File: config.mk
export PLATFORM = sky130hd
export DESIGN_NAME = bcd_decoder
export DESIGN_NICKNAME = d
export VERILOG_FILES = /design/src/rtl/bcd_decoder.sv
export SDC_FILE = /design/constraint.sdc
export NUM_CORES = 1
export LEC_CHECK = 0
export ABC_CLOCK_PERIOD_IN_PS = 2900
export CAP_MARGIN = 30
export CORE_MARGIN = 4
export CORE_UTILIZATION = 55
export CTS_BUF_LIST = sky130_fd_sc_hd__clkbuf_4
export DETAILED_ROUTE_END_ITERATION = 6
export DONT_BUFFER_PORTS = 1
export GPL_TIMING_DRIVEN = 0
export PLACE_DENSITY_LB_ADDON = 0.1
export SETUP_SLACK_MARGIN = 0.02
export SKIP_CTS_REPAIR_TIMING = 1
export SKIP_LAST_GASP = 1
export SLEW_MARGIN = 20
export SYNTH_ARGS = -nofsm -noshare
export SYNTH_HDL_FRONTEND = slang
export SYNTH_SLANG_ARGS = --single-unit
File: constraint.sdc
create_clock -name clk -period 2.9 [get_ports clk]
set_input_delay 0.435 -clock clk [delete_from_list [all_inputs] [get_ports clk]]
set_output_delay 0.435 -clock clk [all_outputs]
set_load 0.05 [all_outputs]
File: src/rtl/bcd_decoder.sv
// bcd_decoder: converts a signed BCD value (sign digit plus NUM_DIGITS magnitude
// digits) into a sign-magnitude binary word. This is the inverse of bcd_encoder.
// The conversion is a digit-serial multiply-accumulate: one digit per clock,
// starting with the most significant digit. Both sides use valid/ready handshakes.
//
// Ports:
//   clk        system clock, rising edge
//   rst        asynchronous active-high reset
//   in_valid   bcd_in holds a value to convert
//   in_ready   block can accept a new value (high only while idle)
//   bcd_in     digit NUM_DIGITS = sign digit, lower digits = magnitude, MSD first
//   out_valid  bin_out / out_err hold a result
//   out_ready  consumer accepts the result
//   bin_out    bit MAG_W = sign, [MAG_W-1:0] = magnitude
//   out_err    result invalid (bad digit, bad sign or overflow); bin_out is 0
module bcd_decoder #(
    parameter int unsigned NUM_DIGITS = 3,
    parameter int unsigned MAG_W      = 8,
    parameter logic [3:0]  SIGN_NEG   = 4'hA
) (
    input  logic                      clk,
    input  logic                      rst,
    input  logic                      in_valid,
    output logic                      in_ready,
    input  logic [NUM_DIGITS:0][3:0]  bcd_in,
    output logic                      out_valid,
    input  logic                      out_ready,
    output logic [MAG_W:0]            bin_out,
    output logic                      out_err
);

    // Wide enough for any valid NUM_DIGITS-digit decimal value.
    localparam int unsigned ACC_W = $clog2(10 ** NUM_DIGITS);
    localparam int unsigned IDX_W = $clog2(NUM_DIGITS + 1);

    localparam logic [IDX_W-1:0] IDX_LAST = IDX_W'(NUM_DIGITS - 1);
    localparam logic [ACC_W-1:0] MAG_MAX  = ACC_W'((1 << MAG_W) - 1);

    typedef enum logic [1:0] {
        StIdle,
        StConv,
        StDone
    } state_t;

    state_t                     state_q;
    logic [NUM_DIGITS:0][3:0]   bcd_q;
    logic [ACC_W-1:0]           acc_q;
    logic [IDX_W-1:0]           idx_q;
    logic                       in_ready_q;
    logic                       out_valid_q;
    logic [MAG_W:0]             bin_out_q;
    logic                       out_err_q;

    logic [3:0]                 cur_digit;
    logic [3:0]                 sign_digit;
    logic [ACC_W-1:0]           acc_next;
    logic                       digit_bad;
    logic                       sign_bad;
    logic                       overflow;
    logic                       result_err;
    logic                       result_neg;

    always_comb begin
        cur_digit  = bcd_q[idx_q];
        sign_digit = bcd_q[NUM_DIGITS];
        // acc * 10 as a shift-add
        acc_next   = (acc_q << 3) + (acc_q << 1) + ACC_W'(cur_digit);

        digit_bad = 1'b0;
        for (int unsigned i = 0; i < NUM_DIGITS; i++) begin
            if (bcd_q[i] > 4'd9) begin
                digit_bad = 1'b1;
            end
        end

        sign_bad   = !((sign_digit == 4'h0) || (sign_digit == 4'hF) ||
                       (sign_digit == SIGN_NEG));
        overflow   = acc_next > MAG_MAX;
        result_err = digit_bad || sign_bad || overflow;
        // Negative zero normalises to positive zero.
        result_neg = (sign_digit == SIGN_NEG) && (acc_next != '0);
    end

    always_ff @(posedge clk or posedge rst) begin
        if (rst) begin
            state_q     <= StIdle;
            bcd_q       <= '0;
            acc_q       <= '0;
            idx_q       <= '0;
            in_ready_q  <= 1'b1;
            out_valid_q <= 1'b0;
            bin_out_q   <= '0;
            out_err_q   <= 1'b0;
        end else begin
            unique case (state_q)
                StIdle: begin
                    if (in_valid) begin
                        bcd_q      <= bcd_in;
                        acc_q      <= '0;
                        idx_q      <= IDX_LAST;
                        in_ready_q <= 1'b0;
                        state_q    <= StConv;
                    end
                end
                StConv: begin
                    acc_q <= acc_next;
                    if (idx_q == '0) begin
                        out_valid_q <= 1'b1;
                        out_err_q   <= result_err;
                        bin_out_q   <= result_err ? '0 :
                                       {result_neg, acc_next[MAG_W-1:0]};
                        state_q     <= StDone;
                    end else begin
                        idx_q <= idx_q - IDX_W'(1);
                    end
                end
                StDone: begin
                    // in_ready returns next cycle, so no accept on the consume edge.
                    if (out_ready) begin
                        out_valid_q <= 1'b0;
                        in_ready_q  <= 1'b1;
                        state_q     <= StIdle;
                    end
                end
                default: begin
                    state_q <= StIdle;
                end
            endcase
        end
    end

    assign in_ready  = in_ready_q;
    assign out_valid = out_valid_q;
    assign bin_out   = bin_out_q;
    assign out_err   = out_err_q;

endmodule
==> results.ini <==
[synth]
synth-seq-cells=41
synth_fp_nets=241
synth_area_um2=2220
yosysTopAreaCellShare=0.450
synth_area_leaders=dfrtp_1 (45%), mux2_2 (8.6%), ha_1 (8.4%), nand2_1 (4.4%), mux4_2 (4.1%)
ys.flop_type=dfrtp_1
async_flop_share=1.00
synth_warnings=0
yosysSeqAreaShare=0.462
avgSynthCellArea_um2=10.9
synth_edf_count=0
yosysTopAreaCell=dfrtp_1
yosysUniqueCellTypes=39
netlist_instances=204

[sta]
fmax_ghz=0.328
drv_slew=0
fin_crit_sh=1.05
hold_violations=0
setup-violations-final=10
max_slew_margin=0.650
rsz0062_at_grt=yes
fin_crit_ns=3.05
finClkSkew_ns=0.00649
worst_slack_ns=-0.150
whs_ns=0.151
worstMarginPinSlew_ns=0.523

[clock_tree]
cts_root_buf=clkbuf_4
cts_tree=built
clk_latency_ns=0.36
numClockSinks=41
cts.path.max_buffers=2
numCtsBuffers=5
cts_max_level=2
clk_pin_slew_ns=0.12

[floorplanning]
die-height_um=71.6
rows=22
core_area_um2=3770
num_io_pins=32
die-area_um2=5120
start_util=0.589
die_w_um=71.6

[setup_path]
critical_path.startpoint=idx_q[0]
path_max_fanout=5
cp-endpoint=out_err
crit_type=reg2reg
cp.depth=10
worstPathRequired_ns=3.16
slowest_stage=mux4_2
critPathBufInv=2
crit_path_end_kind=flip-flop
r2r-start=idx_q[0]
r2r_cells=10
arrival_ns=3.31
cp_top_family=adder cells
regToRegEndpoint=out_err
start_kind=flip-flop
cp_cell_sequence=mux4_2 > inv_2 > fa_1 > fa_2 > nand2b_4 > a21o_1 > a211oi_4 > buf_6 > o211ai_4 > mux2_2
reg2reg_slack_ns=-0.15
max_stage_delay_ns=0.52

[final_layout]
layout_commonest_cell=dfrtp_1
fill_cells=300
area_growth_pct=11.9
drive_gt1_frac=0.249
antenna_cells=0
final_cell_mix=dfrtp_1 (38), nand2_1 (26), mux2_2 (17)
nNetsFinal=253

[grt]
gr-max-usage-layer=met2
grt_overflow=0
grt_pass1_wl_um=7760
grt_util_met1=0.232
use_met2=0.345
use_met3=0.0435
antenna_found_initial=0
grt_pass1_vias=1641
grt_use_total=0.193
grt_max_degree=32

[run]
drv_cap=0

[route]
vias_per_cell=6.07
drt_pass1_iterations=4
drt_iter0_drc=117
ant_nets=0
routed_wl_um=4770
routedWlPerCell_um=18.0
via_count=1608
drc=0

[place]
gp_congestion=0.839
post-place-ws_ns=-0.313
place_hpwl_um=3620
numPortBuffers=0

[status]
status=complete, but fails checks
violations=setup timing

[min_path]
hp-class=in2reg
min_from=out_ready

-- layer usage --
layer | up-vias | share of wire | routed length [um]
met1 | 797 | 0.40 | 1930
met2 | 43 | 0.53 | 2510
li1 | 760 | - | -
met3 | 8 | 0.055 | 260
met4 | 0 | 0.014 | 69
met5 | - | 0 | 0
-- per-stage QoR --
stage	setup TNS (ns)	cells	util	area, um^2
after CTS	-2.65	261	0.632	2380
after detailed placement	-2.44	253	0.617	2330
final	-0.783	265	0.659	2490
after floorplan	-0.0462	204	-	2250
after global placement	-1.87	252	0.612	2310
after global routing	-1.80	265	0.659	2490
-- cells in the mapped netlist, drive strengths merged, types with 2 or more instances --
master and instances:
o21ai 11, o22ai 7, nor4 2, nand2 26, a21oi 8, nor2b 2, inv 14, fa 2
dfrtp 40, buf 2, xor2 3, ha 15, mux4 4, nand3 6, o31ai 8, xnor2 3
clkbuf 5, nor2 8, a31oi 2, mux2 17
-- cell type report --
type	instances	area [um^2]	share of cell area
plain buffers	6	25.0	0.0101
clock buffers	5	37.5	0.0151
clock inverters	3	17.5	0.00705
inverters	14	52.6	0.0211
multi-input cells	143	1210	0.486
flip-flops and latches	41	1030	0.414
well taps	48	60.1	0.0242
repair buffers	5	56.3	0.0226
-- sequential cells by signal (all words and copies together), names as in the netlist --
name        count
sign_digit      4
bcd_q          12
acc_q           9
out_err         1
state_q         2
bin_out         9
idx_q           2
in_ready        1
out_valid       1
-- worst min path at each step --
stage          slack [ns]    endpoint  cells past startpoint
6_report             0.15  state_q[1]                      1
5_1_grt              0.16  state_q[1]                      1
4_1_cts             -0.12     out_err                      1
3_5_place_dp         0.27     out_err                      1
3_3_place_gp         0.49    bcd_q[4]                      1
2_1_floorplan        0.48    bcd_q[4]                      1
-- logic make-up (layout without fill, tap and decap cells) --
family                     after synthesis  count (layout)  share of synthesized area
xor gates and xnor gates                 6               6                     0.0237
and+or+nand+nor                         52              52                      0.108
buffers and inverters                   21              33                     0.0366
adders and majority gates               17              17                      0.102
DFF                                     41              41                      0.462
muxes                                   21              21                      0.127
AOI/OAI and AO/OA                       46              47                      0.141
Power is not shown: default switching activity piles up to over one toggle a cycle in this logic, so the estimate is an artifact.
